### config.mk
export PLATFORM = sky130hd
export DESIGN_NAME = ahbl_master_arb2
export DESIGN_NICKNAME = d
export VERILOG_FILES = /design/src/rtl/ahbl_master_arb2.sv
export SDC_FILE = /design/constraint.sdc
export NUM_CORES = 1
export LEC_CHECK = 0
export ABC_AREA = 0
export ABC_CLOCK_PERIOD_IN_PS = 2500
export CORE_AREA = 2 2 122 124
export CTS_BUF_LIST = sky130_fd_sc_hd__clkbuf_4
export DETAILED_ROUTE_END_ITERATION = 6
export DIE_AREA = 0 0 124 126
export PLACE_DENSITY = 0.79
export SKIP_CTS_REPAIR_TIMING = 1
export SLEW_MARGIN = 20
export SYNTH_ARGS = -nofsm -noshare
export SYNTH_HDL_FRONTEND = slang
export SYNTH_SLANG_ARGS = --single-unit
### constraint.sdc
create_clock -name HCLK -period 2.5 [get_ports HCLK]
set_clock_uncertainty 0.1 [all_clocks]
set_input_delay 0.375 -clock HCLK [delete_from_list [all_inputs] [get_ports HCLK]]
set_output_delay 0.375 -clock HCLK [all_outputs]
set_load 0.005 [all_outputs]
### src/rtl/ahbl_master_arb2.sv
// Two-master AHB-Lite arbiter: instruction port (M0) and LSU port (M1) share one
// fabric master port. Losing or wait-stalled requests are captured in a per-master
// hold register and replayed; uncontended transfers pass straight through.
// Optional feature: define ARB_RR_EN for round-robin arbitration (default is
// fixed priority, M1 over M0).
module ahbl_master_arb2 #(
    parameter int AW = 32,
    parameter int DW = 32
) (
    input  logic          HCLK,
    input  logic          HRESETn,
    input  logic [AW-1:0] M0_HADDR,
    input  logic [1:0]    M0_HTRANS,
    input  logic          M0_HWRITE,
    input  logic [2:0]    M0_HSIZE,
    input  logic [DW-1:0] M0_HWDATA,
    output logic          M0_HREADY,
    output logic          M0_HRESP,
    output logic [DW-1:0] M0_HRDATA,
    output logic          M0_HGRANT,
    input  logic [AW-1:0] M1_HADDR,
    input  logic [1:0]    M1_HTRANS,
    input  logic          M1_HWRITE,
    input  logic [2:0]    M1_HSIZE,
    input  logic [DW-1:0] M1_HWDATA,
    output logic          M1_HREADY,
    output logic          M1_HRESP,
    output logic [DW-1:0] M1_HRDATA,
    output logic          M1_HGRANT,
    output logic [AW-1:0] S_HADDR,
    output logic [1:0]    S_HTRANS,
    output logic          S_HWRITE,
    output logic [2:0]    S_HSIZE,
    output logic [DW-1:0] S_HWDATA,
    input  logic          S_HREADY,
    input  logic          S_HRESP,
    input  logic [DW-1:0] S_HRDATA
);

    typedef enum logic [1:0] {
        ST_IDLE = 2'd0,
        ST_HELD = 2'd1,
        ST_DATA = 2'd2
    } state_e;

    state_e        state_q     [2];
    state_e        state_d     [2];
    logic [AW-1:0] holdAddr_q  [2];
    logic [AW-1:0] holdAddr_d  [2];
    logic [1:0]    holdTrans_q [2];
    logic [1:0]    holdTrans_d [2];
    logic          holdWrite_q [2];
    logic          holdWrite_d [2];
    logic [2:0]    holdSize_q  [2];
    logic [2:0]    holdSize_d  [2];
    logic          asel_q;
    logic          asel_d;
`ifdef ARB_RR_EN
    logic          lastWin_q;
    logic          lastWin_d;
`endif

    logic [AW-1:0] mAddr  [2];
    logic [1:0]    mTrans [2];
    logic          mWrite [2];
    logic [2:0]    mSize  [2];

    logic [1:0] mReady;
    logic [1:0] live;
    logic [1:0] held;
    logic [1:0] cand;
    logic [1:0] winIs;
    logic       winner;
    logic       sel;
    logic [1:0] slvTrans;

    assign mAddr[0]  = M0_HADDR;
    assign mAddr[1]  = M1_HADDR;
    assign mTrans[0] = M0_HTRANS;
    assign mTrans[1] = M1_HTRANS;
    assign mWrite[0] = M0_HWRITE;
    assign mWrite[1] = M1_HWRITE;
    assign mSize[0]  = M0_HSIZE;
    assign mSize[1]  = M1_HSIZE;

    // Per-master ready as seen by the master, and which masters want the bus now
    always_comb begin
        mReady = 2'b11;
        held   = 2'b00;
        live   = 2'b00;
        for (int i = 0; i < 2; i++) begin
            case (state_q[i])
                ST_HELD: begin
                    mReady[i] = 1'b0;
                    held[i]   = 1'b1;
                end
                ST_DATA: mReady[i] = S_HREADY;
                default: mReady[i] = 1'b1;
            endcase
            live[i] = mTrans[i][1] & mReady[i];
        end
    end

    assign cand = live | held;

    // Pick the winner among candidates; with no candidate the address owner stays parked
    always_comb begin
`ifdef ARB_RR_EN
        winner    = (cand[0] & cand[1]) ? ~lastWin_q : cand[1];
        lastWin_d = (S_HREADY & (|cand)) ? winner : lastWin_q;
`else
        winner    = cand[1];
`endif
        winIs  = {winner, ~winner};
        sel    = (S_HREADY & (|cand)) ? winner : asel_q;
        asel_d = sel;
    end

    // Per-master transitions: issue on a win, otherwise capture into the hold register
    always_comb begin
        for (int i = 0; i < 2; i++) begin
            state_d[i]     = state_q[i];
            holdAddr_d[i]  = holdAddr_q[i];
            holdTrans_d[i] = holdTrans_q[i];
            holdWrite_d[i] = holdWrite_q[i];
            holdSize_d[i]  = holdSize_q[i];
            case (state_q[i])
                ST_HELD: begin
                    if (S_HREADY & winIs[i]) begin
                        state_d[i] = ST_DATA;
                    end
                end
                default: begin
                    if (mReady[i]) begin
                        if (!live[i]) begin
                            state_d[i] = ST_IDLE;
                        end else if (S_HREADY & winIs[i]) begin
                            state_d[i] = ST_DATA;
                        end else begin
                            state_d[i]     = ST_HELD;
                            holdAddr_d[i]  = mAddr[i];
                            holdTrans_d[i] = mTrans[i];
                            holdWrite_d[i] = mWrite[i];
                            holdSize_d[i]  = mSize[i];
                        end
                    end
                end
            endcase
        end
    end

    // State, hold registers and arbitration memory; reset drops any held transfer
    always_ff @(posedge HCLK or negedge HRESETn) begin
        if (!HRESETn) begin
            for (int i = 0; i < 2; i++) begin
                state_q[i]     <= ST_IDLE;
                holdAddr_q[i]  <= '0;
                holdTrans_q[i] <= 2'b00;
                holdWrite_q[i] <= 1'b0;
                holdSize_q[i]  <= 3'b000;
            end
            asel_q <= 1'b0;
`ifdef ARB_RR_EN
            lastWin_q <= 1'b1;
`endif
        end else begin
            for (int i = 0; i < 2; i++) begin
                state_q[i]     <= state_d[i];
                holdAddr_q[i]  <= holdAddr_d[i];
                holdTrans_q[i] <= holdTrans_d[i];
                holdWrite_q[i] <= holdWrite_d[i];
                holdSize_q[i]  <= holdSize_d[i];
            end
            asel_q <= asel_d;
`ifdef ARB_RR_EN
            lastWin_q <= lastWin_d;
`endif
        end
    end

    // Slave address phase comes from the selected master's hold register or live bus
    always_comb begin
        if (held[sel]) begin
            S_HADDR  = holdAddr_q[sel];
            slvTrans = holdTrans_q[sel];
            S_HWRITE = holdWrite_q[sel];
            S_HSIZE  = holdSize_q[sel];
        end else begin
            S_HADDR  = mAddr[sel];
            slvTrans = mTrans[sel];
            S_HWRITE = mWrite[sel];
            S_HSIZE  = mSize[sel];
        end
    end

    assign S_HTRANS = HRESETn ? slvTrans : 2'b00;

    // Write data follows whichever master owns the data phase
    always_comb begin
        S_HWDATA = '0;
        if (state_q[1] == ST_DATA) begin
            S_HWDATA = M1_HWDATA;
        end else if (state_q[0] == ST_DATA) begin
            S_HWDATA = M0_HWDATA;
        end
    end

    assign M0_HREADY = mReady[0];
    assign M1_HREADY = mReady[1];
    assign M0_HRESP  = (state_q[0] == ST_DATA) & S_HRESP;
    assign M1_HRESP  = (state_q[1] == ST_DATA) & S_HRESP;
    assign M0_HRDATA = S_HRDATA;
    assign M1_HRDATA = S_HRDATA;
    assign M0_HGRANT = ~HRESETn | ~sel;
    assign M1_HGRANT = HRESETn & sel;

endmodule
# Word level (Yosys, flattened, before mapping)
# Cells that the tools add are included.
[word_totals]
regBits = 81
inputBits = 176
out_inout_bits = 140
word_cells = 92
[op_classes]
magnitude_cmp = 2
eq_ne = 6
muxes = 48
n_bitwise = 18
n_reduce_logical = 7
[ops]
columns = ["operator", "count"]
rows = [
  ["32-bit two-way mux", 9],
  ["2-bit two-way mux", 18],
  ["3-bit two-way mux", 7],
  ["1-bit two-way mux", 12],
  ["1-bit AND", 8],
  ["4-bit AND reduction", 2],
  ["1-bit inverter", 7],
  ["2-bit by 1-bit == test with 1-bit output, second input constant", 2],
  ["2-bit == test, second input constant", 2],
  ["2-bit inequality test, second input constant", 2],
  ["1-bit one-hot mux with 2 select lines", 2],
  ["2-bit AND reduction", 2],
  ["2-bit nonzero test", 2],
  ["2-bit >= comparator, second input constant", 1],
  ["1-bit by 2-bit < comparator with 1-bit output, second input constant", 1],
  ["1-bit inverter with 2-bit output", 1],
  ["2-bit bitwise OR", 1],
  ["2-bit OR reduction", 1],
  ["1-bit bitwise OR", 1],
]

# Logic depth before layout (Yosys ltp)
# Gate-level depths: netlist of run 1.
[depth]
depth_word = 13
mapped_depth = 8
depth_no_buf = 5

# Least setup slack after synthesis of run 1
# OpenSTA, ideal clock, no wires.
[synth_timing]
kind = "reg-to-output"
startpoint = "reg state_q[3] (netlist name)"
endpoint = "out S_HADDR[18]"
arrival_ns = 1.598
required_time_ns = 2.025
path_slack_ns = 0.427
path_stages_with_launch = 7
path_cell_list = "dfrtp_1 > nor2b_1 > o21ai_0 > a21oi_2 > buf_4 > buf_4 > mux2i_1"
[synth_between]
elab_chain_cells = 12
word_cells_on_any_way = 19
[synth_lines]
columns = ["element", "line", "rtl"]
rows = [
  ["start, declared", "46", "state_e state_q [2];"],
  ["start signal, assigned by index", "168", "state_q[i] <= state_d[i];"],
  ["2-bit == test or 2-bit by 1-bit == test with 1-bit output (tied branches)", "92", "case (state_q[i])"],
  ["1-bit one-hot mux with 2 select lines", "92", ""],
  ["1-bit AND", "100", "live[i] = mTrans[i][1] & mReady[i];"],
  ["2-bit bitwise OR", "104", "assign cand = live | held;"],
  ["2-bit OR reduction", "115", "sel = (S_HREADY & (|cand)) ? winner : asel_q;"],
  ["1-bit AND", "115", ""],
  ["1-bit two-way mux", "115", ""],
  ["1-bit inverter with 2-bit output (not written as such)", "184, 189", ""],
  ["32-bit two-way mux, on equally long branches (3 in a row)", "189, 184", ""],
  ["32-bit two-way mux (*)", "183", "if (held[sel]) begin"],
  ["end, declared", "30", "output logic [AW-1:0] S_HADDR,"],
]
# Every way passes the cells marked *; elsewhere a longest branch is shown, timed or not. The select of a mux whose other input is x is not followed.

# Worst setup path in the final report of run 1
[layout_timing]
startpoint = "reg state_q[0] (netlist name)"
endpoint = "out S_HADDR[1]"
# Same word-level chain as after synthesis.

==> results of run 1 <==
## synthesized netlist by cell type (all sizes together), types with 2 or more instances
cell / count / area share
nand2b: 4 / 0.0048
clkbuf: 6 / 0.0044
o21ai: 7 / 0.0068
mux2i: 110 / 0.21
nor2: 7 / 0.0051
mux2: 74 / 0.17
a22o: 32 / 0.054
a21oi: 4 / 0.0046
inv: 6 / 0.0044
dfrtp: 81 / 0.39
nor2b: 3 / 0.0036
nand2: 3 / 0.0022
buf: 86 / 0.12
o21a: 2 / 0.0029
## worst register-to-register path: stages, from the launching register on
cell     delay, ns
dfrtp_1       0.41
buf_4         0.14
nor2b_4       0.14
buf_6         0.12
buf_12        0.13
or4b_4        0.59
buf_4         0.22
mux2_2        0.29
## power by group
| group | leakage [nW] | internal [mW] | switching, mW |
|---|---|---|---|
| registers | 0.946 | 1.69 | 0.233 |
| logic | 2.83 | 1.71 | 1.06 |
| clock network | 0.0525 | 0.184 | 0.463 |
| total | 3.83 | 3.58 | 1.75 |
## area by class of cell
| class | count | area, sq um | area share |
|---|---|---|---|
| clock buffer | 9 | 67.6 | 0.00803 |
| inverter | 6 | 22.5 | 0.00268 |
| tap | 184 | 230 | 0.0274 |
| timing repair buffer | 327 | 3200 | 0.380 |
| multi-input combinational | 258 | 2840 | 0.337 |
| antenna | 1 | 2.50 | 0.000297 |
| clock inverter | 5 | 25.0 | 0.00297 |
| sequential | 81 | 2030 | 0.241 |
## sequential cells by signal, indices dropped and copies added, names as in the netlist
signal       cells
state_q          4
holdAddr_q      64
holdWrite_q      2
holdTrans_q      4
asel_q           1
holdSize_q       6
## cells by family (layout without fill, tap and decap cells)
kind of cell,count (synthesis),count (layout)
other cells,0,1
simple gates,24,25
compound gates,49,49
mux,184,184
flops,81,81
buf+inv,98,347
## per-stage QoR
step	area [sq um]	TNS, ns	util
5_1_grt	8420	-10.87	0.588
6_report	8420	-6.83	0.588
2_1_floorplan	5170	0	-
3_3_place_gp	7310	-19.32	0.511
3_5_place_dp	7310	-24.76	0.511
4_1_cts	7400	-31.97	0.517
## placed cells by master, fill, tap and decap left out, types with 4 or more instances in the layout
master,count
a22o_1,32
buf_12,12
buf_2,32
buf_4,49
buf_6,37
clkbuf_16,8
clkbuf_2,28
clkbuf_4,9
clkdlybuf4s50_1,143
dfrtp_1,80
dlymetal6s2s_1,14
inv_1,5
mux2_2,66
mux2_4,8
mux2i_1,81
mux2i_2,16
mux2i_4,13
o21ai_0,4
## worst min path at each step
stage	end	slack [ns]	cells after the start
after global routing	state_q[0]$_DFFE_PN0P_	0.21	2
after CTS	asel_q$_DFF_PN0_	0.11	2
after global placement	holdTrans_q[1]$_DFFE_PN0P_	0.35	1
final	state_q[0]$_DFFE_PN0P_	0.21	2
after detailed placement	holdTrans_q[1]$_DFFE_PN0P_	0.35	1
after floorplan	asel_q$_DFF_PN0_	-0.02	0
## routing by layer
layer	vias to the layer above	track usage
li1	2000	-
met5	-	0
met2	212	0.398
met3	27	0.0829
met1	2264	0.262
met4	0	0.0661
==> flow_summary_export.csv, run 1 <==
group,metric,value,unit
hold_path,hold_class,"in -> reg",
placement,dp_cells,777,
floorplan,die-area,15600,sq um
floorplan,start_util,0.361,
yosys,synthCells,436,
cts,cts.reportedPaths.clkPinSlew,0.15,ns
critical_path,reg2reg_from,"state_q[1]$_DFFE_PN0P_",
sta,finalHoldViolations,0,
floorplan,core_area,14300,sq um
placement,portBuffers,219,
cts,cts_tree,"built",
yosys,syn-cell-area,5170,sq um
critical_path,critPathBufInv,5,
critical_path,arrival,2.32,ns
detailed_routing,route.met3.wl,1810,um
critical_path,critPathLaunchType,"flop",
floorplan,num_rows,44,
cts,cts.htree.levels,3,
yosys,avgSynthCellArea,11.9,sq um
detailed_routing,top_layer,"met4",
yosys,synth-compound-area-share,0.0752,
detailed_routing,avgViaCountPerCell,5.17,
critical_path,required,2.03,ns
global_route,grt_max_degree,82,
run_status,outcome,"finished, violations left",
detailed_routing,met1_length,7790,um
final_layout,area_delta_synth_final,62.7,%
sta,slew_viol_final,0,
sta,timing.hold.ws,0.212,ns
yosys,synth_top_family_by_area,"multiplexers",
pwr,irDropWorstVdd,0.000409,V
critical_path,endpoint,"S_HADDR[1]",
yosys,synth-simple-area-share,0.0261,
sta,setup_violations,38,
sta,slew_headroom,0.488,
critical_path,worst_r2r_path_depth,7,
floorplan,io_pins,316,
critical_path,cp_num_cells,9,
yosys,synth_xor_area_frac,0,
final_layout,drive_gt1_frac,0.443,
floorplan,die_h,126,um
final_layout,num-fill-cells,1159,
yosys,synth_nets,612,
critical_path,slowest_stage,"dfrtp_1",
yosys,async_flop_share,1.00,
sta,period_minus_slack,2.80,ns
critical_path,cp_top_family,"buffers and inverters",
placement,hpwlAfterDp,14300,um
cts,clock-sinks,81,
detailed_routing,remaining_drc_errors,0,
detailed_routing,drt-pass1-iter-count,4,
floorplan,die_w,124,um
sta,worstMarginPinSlew,0.768,ns
critical_path,regToRegSetupSlack,0.23,ns
cts,clockRootBuffer,"clkbuf_4",
critical_path,timing.critical_path.from,"state_q[0]$_DFFE_PN0P_",
placement,gp_congestion,0.865,
yosys,synth_edf_count,0,
cts,clk_latency,0.46,ns
hold_path,hold_path_startpoint,"S_HREADY",
yosys,ys_types,29,
run_status,violations,"negative setup slack",
sta,worst_slack,-0.299,ns
critical_path,crit_path_max_fanout,7,
critical_path,crit_top_cell,"buf_6",
sta,max_freq,357,MHz
final_layout,nets,859,
final_layout,final_cells,871,
sta,rsz0062_at_grt,"true",
pwr,p_leak,3.83,nW
critical_path,slowest_delay,0.41,ns
global_route,overflow,0,
detailed_routing,wire_per_inst,23.7,um
yosys,synth-seq-cells,81,
global_route,grt.total_usage,0.229,
pwr,power_density,634,nW/um^2
detailed_routing,first_iter_violations,246,
critical_path,timing.rr.end,"holdAddr_q[30]$_DFFE_PN0P_",
yosys,synthMuxAreaShare,0.380,
critical_path,crit_chain,"and2b_4 -> o21a_1 -> a21oi_4 -> buf_6 -> buf_12 -> buf_6 -> buf_6 -> mux2i_2 -> buf_2",
flow_run,maxCapViolCount,0,
detailed_routing,wirelength,20600,um
global_route,grt_pass1_wl,26400,um
sta,timing.final.crit_share,1.12,
yosys,yosysSeqAreaShare,0.392,
critical_path,crit_type,"reg -> out",
pwr,finalPower,5.33,mW
detailed_routing,vias,4503,
yosys,yosys_warnings,0,
critical_path,cp-end-kind,"output pin",
detailed_routing,ant_nets,0,
cts,clk_path_buf_depth,2,
placement,dp_slack,-0.654,ns
yosys,synth_ff_type,"dfrtp_1",
detailed_routing,met2_length,10600,um
global_route,antenna_found_initial,1,
global_route,first_global_vias,4541,
cts,numCtsBuffers,9,
yosys,synthAdderAreaFrac,0,
Power figures use the tool's default switching activity.
==> run 2, diff against run 1 <==
DONT_BUFFER_PORTS = 1   (was unset)
PLACE_DENSITY = unset   (was 0.79)
==> flow_summary_export.csv, run 2 (same netlist as run 1, synthesis figures left out) <==
group,metric,value,unit
cts,cts_tree,"built",
global_route,grt.total_usage,0.186,
sta,worst_slack,-0.111,ns
global_route,grt_max_degree,84,
final_layout,area_delta_synth_final,16.5,%
sta,timing.final.crit_share,1.04,
floorplan,die_h,126,um
sta,period_minus_slack,2.61,ns
critical_path,arrival,2.14,ns
final_layout,largest_reg_flops,64,
critical_path,timing.critical_path.from,"state_q[0]$_DFFE_PN0P_",
floorplan,die-area,15600,sq um
critical_path,crit_path_max_fanout,28,
floorplan,num_rows,44,
detailed_routing,vias,3558,
final_layout,layout_common_cells,"mux2i_1, dfrtp_1, dlygate4sd3_1, mux2_2, a22o_1",
cts,clk_path_buf_depth,2,
critical_path,cp-end-kind,"output pin",
floorplan,io_pins,316,
global_route,first_global_vias,3297,
detailed_routing,avgViaCountPerCell,5.57,
critical_path,critPathLaunchType,"flop",
sta,max_freq,383,MHz
cts,clockRootBuffer,"clkbuf_4",
detailed_routing,first_iter_violations,172,
detailed_routing,remaining_drc_errors,0,
placement,hpwlAfterDp,11800,um
final_layout,largest_registers,"holdAddr_q (64), holdSize_q (6)",
sta,finalHoldViolations,0,
run_status,violations,"negative setup slack",
final_layout,num-fill-cells,1358,
placement,gp_congestion,0.831,
final_layout,nets,626,
sta,slew_viol_final,0,
flow_run,maxCapViolCount,0,
sta,rsz0062_at_grt,"true",
final_layout,final_cells,639,
detailed_routing,ant_nets,0,
critical_path,required,2.03,ns
pwr,finalPower,4.34,mW
critical_path,crit_type,"reg -> out",
cts,clock-sinks,81,
critical_path,reg2reg_from,"state_q[0]$_DFFE_PN0P_",
global_route,antenna_found_initial,1,
final_layout,drive_gt1_frac,0.262,
cts,numCtsBuffers,9,
final_layout,final_common_cell,"mux2i_1",
floorplan,start_util,0.361,
sta,slew_headroom,0.580,
global_route,overflow,0,
run_status,outcome,"finished, violations left",
placement,dp_slack,0.214,ns
detailed_routing,drt-pass1-iter-count,4,
pwr,irDropWorstVdd,0.000350,V
placement,dp_cells,540,
cts,clk_latency,0.41,ns
hold_path,hold_path_startpoint,"S_HREADY",
hold_path,hold_class,"in -> reg",
sta,setup_violations,36,
pwr,p_leak,2.54,nW
detailed_routing,wirelength,17200,um
final_layout,largest-register,"holdAddr_q",
sta,worstMarginPinSlew,0.631,ns
global_route,grt_pass1_wl,21200,um
floorplan,core_area,14300,sq um
detailed_routing,wire_per_inst,26.9,um
cts,cts.htree.levels,3,
floorplan,die_w,124,um
placement,portBuffers,0,
cts,cts.reportedPaths.clkPinSlew,0.13,ns
pwr,power_density,721,nW/um^2
[run 2: cell count changes in the layout (fill, tap and decap cells not counted), moves of 10 or more]
cell             before  now
buf_12               12    2
buf_2                32    0
buf_4                49    8
buf_6                37    1
clkbuf_2             28    0
clkdlybuf4s50_1     143    0
dlygate4sd3_1         1   78
dlymetal6s2s_1       14    0
mux2i_1              81  107
mux2i_2              16    1
mux2i_4              13    2
[run 2: final timing paths]
path | endpoint | slack (ns) | cells after the start
hold / removal | state_q[1]$_DFFE_PN0P_ | 0.05 | 3
hold reg to reg | holdTrans_q[3]$_DFFE_PN0P_ | 0.41 | 1
setup reg to reg | holdSize_q[1]$_DFFE_PN0P_ | 0.42 | 3
max in group asynchronous | holdAddr_q[24]$_DFFE_PN0P_ | 1.56 | 2
min in group asynchronous | holdAddr_q[13]$_DFFE_PN0P_ | 0.39 | 2
setup / recovery | S_HADDR[10] | -0.11 | 5
[run 2: report_power, final]
part,internal (mW),switching (mW)
sequential,1.68,0.211
clock,0.397,0.454
combinational,0.887,0.710
total,2.97,1.37
[run 2: through the flow]
stage                     instance area, sq um  setup TNS (ns)  utilization  hold slack (ns)
after CTS                                 5060           -7.07        0.353           -0.523
final                                     6020           -1.50        0.421           0.0544
after global routing                      6020           -7.15        0.421          0.00758
after global placement                    4910               0        0.343          -0.0184
after detailed placement                  4910               0        0.343          -0.0183
after floorplan                           5170               0            -          -0.0206
[run 2: cell type report]
class | count | area (sq um) | share of cell area
Tap cell | 184 | 230 | 0.0382
Inverter | 6 | 22.5 | 0.00374
Clock inverter | 6 | 83.8 | 0.0139
Antenna cell | 1 | 2.50 | 0.000415
Clock buffer | 9 | 67.6 | 0.0112
Multi-Input combinational cell | 257 | 2550 | 0.424
Sequential cell | 81 | 2030 | 0.337
Timing Repair Buffer | 95 | 1040 | 0.172
[run 2: critical path: stages, from the launching register on]
cell     delay, ns
dfrtp_1       0.43
and2b_4       0.20
o21a_1        0.20
a21oi_4       0.20
buf_8         0.30
mux2i_1       0.35
[run 2: metal layers]
metal / global-route usage / vias to the layer above / routed length, um
met4: 0.0674 / 0 / 348
met3: 0.105 / 22 / 1980
met1: 0.190 / 1809 / 5730
met2: 0.316 / 194 / 9130
li1: - / 1533 / -
met5: 0 / - / 0
==> run 3, diff against run 2 <==
SETUP_SLACK_MARGIN = 0.02   (was unset)
==> flow_summary_export.csv, run 3 (same netlist as run 1, synthesis figures left out) <==
group,metric,value,unit
sta,slew_headroom,0.580,
global_route,grt-busiest-layer,"met2",
final_layout,final_common_cell,"mux2i_1",
critical_path,cp-end-kind,"output pin",
final_layout,fin_area,6020,sq um
global_route,grt_max_degree,84,
global_route,overflow,0,
cts,clock-sinks,81,
global_route,use_met2,0.316,
final_layout,area_delta_synth_final,16.5,%
critical_path,crit_type,"reg -> out",
sta,setup_violations,36,
run_status,outcome,"finished, violations left",
global_route,grt.total_usage,0.186,
placement,dp_cells,540,
final_layout,largest-register,"holdAddr_q",
cts,cts_tree,"built",
final_layout,layout_common_cells,"mux2i_1, dfrtp_1, dlygate4sd3_1, mux2_2, a22o_1",
critical_path,arrival,2.14,ns
cts,clk_path_buf_depth,2,
global_route,met1_usage,0.190,
run_status,violations,"negative setup slack",
final_layout,multi_input_area,2550,sq um
detailed_routing,avgViaCountPerCell,5.57,
final_layout,largest_reg_flops,64,
global_route,grt_pass1_wl,21200,um
global_route,antenna_found_initial,1,
placement,hpwlAfterDp,11800,um
critical_path,required,2.03,ns
detailed_routing,vias,3558,
sta,worst_slack,-0.111,ns
critical_path,crit_path_max_fanout,28,
detailed_routing,wirelength,17200,um
floorplan,die-area,15600,sq um
critical_path,worst_r2r_path_depth,3,
hold_path,hold_class,"in -> reg",
detailed_routing,ant_nets,0,
pwr,finalPower,4.34,mW
sta,period_minus_slack,2.61,ns
detailed_routing,wire_per_inst,26.9,um
cts,clk_latency,0.41,ns
placement,portBuffers,0,
floorplan,die_h,126,um
final_layout,seq_area,2030,sq um
pwr,irDropWorstVdd,0.000350,V
sta,timing.final.crit_share,1.04,
floorplan,num_rows,44,
final_layout,drive_gt1_frac,0.262,
detailed_routing,remaining_drc_errors,0,
sta,slew_viol_final,0,
global_route,first_global_vias,3297,
flow_run,maxCapViolCount,0,
sta,max_freq,383,MHz
sta,rsz0062_at_grt,"true",
pwr,power_density,721,nW/um^2
floorplan,start_util,0.361,
pwr,p_leak,2.54,nW
floorplan,die_w,124,um
cts,cts.reportedPaths.clkPinSlew,0.13,ns
sta,worstMarginPinSlew,0.631,ns
cts,cts.htree.levels,3,
final_layout,largest_registers,"holdAddr_q (64), holdSize_q (6)",
final_layout,final_cells,639,
detailed_routing,drt-pass1-iter-count,4,
final_layout,nets,626,
placement,dp_slack,0.214,ns
cts,clockRootBuffer,"clkbuf_4",
placement,dpl_cell_area,4910,sq um
cts,numCtsBuffers,9,
sta,finalHoldViolations,0,
placement,gp_congestion,0.831,
global_route,met3_usage,0.105,
hold_path,worst_hold_path.num_cells,3,
detailed_routing,first_iter_violations,172,
critical_path,critPathLaunchType,"flop",
floorplan,io_pins,316,
floorplan,core_area,14300,sq um
final_layout,num-fill-cells,1358,
sta,timing.hold.ws,0.0544,ns
run 3: cell counts in the layout (fill, tap and decap cells not counted):
No cell type changed its count.
run 3: path summary, 6_finish.rpt:
check	startpoint	to	slack, ns
worst max-delay path	state_q[0]$_DFFE_PN0P_	S_HADDR[10]	-0.11
worst min-delay path	S_HREADY	state_q[1]$_DFFE_PN0P_	0.05
worst max register to register	state_q[0]$_DFFE_PN0P_	holdSize_q[1]$_DFFE_PN0P_	0.42
worst min register to register	holdTrans_q[3]$_DFFE_PN0P_	holdTrans_q[3]$_DFFE_PN0P_	0.41
max in group asynchronous	HRESETn	holdAddr_q[24]$_DFFE_PN0P_	1.56
min in group asynchronous	HRESETn	holdAddr_q[13]$_DFFE_PN0P_	0.39
run 3: area by class of cell:
cell class	instances	share of cell area
diodes	1	0.000415
repair buffers	95	0.172
flip-flops and latches	81	0.337
multi-input cells	257	0.424
inverters	6	0.00374
clock inverters	6	0.0139
clock buffers	9	0.0112
well taps	184	0.0382
run 3: through the flow:
step | setup TNS [ns] | utilization
final | -1.50 | 0.421
after global routing | -7.15 | 0.421
after CTS | -7.07 | 0.353
after detailed placement | 0 | 0.343
after global placement | 0 | 0.343
after floorplan | 0 | -
run 3: worst max-delay path, cell delays in order, from the launching register on:
cell and delay, ns:
dfrtp_1 0.43, and2b_4 0.20, o21a_1 0.20, a21oi_4 0.20, buf_8 0.30, mux2i_1 0.35
run 3: where the power goes:
part / internal (mW) / switching, mW / leakage (nW)
registers: 1.68 / 0.211 / 0.947
logic: 0.887 / 0.710 / 1.50
clock network: 0.397 / 0.454 / 0.0855
run 3: layer usage:
metal / wire [um] / vias up
met4: 348 / 0
met2: 9130 / 194
li1: - / 1533
met5: 0 / -
met1: 5730 / 1809
met3: 1980 / 22
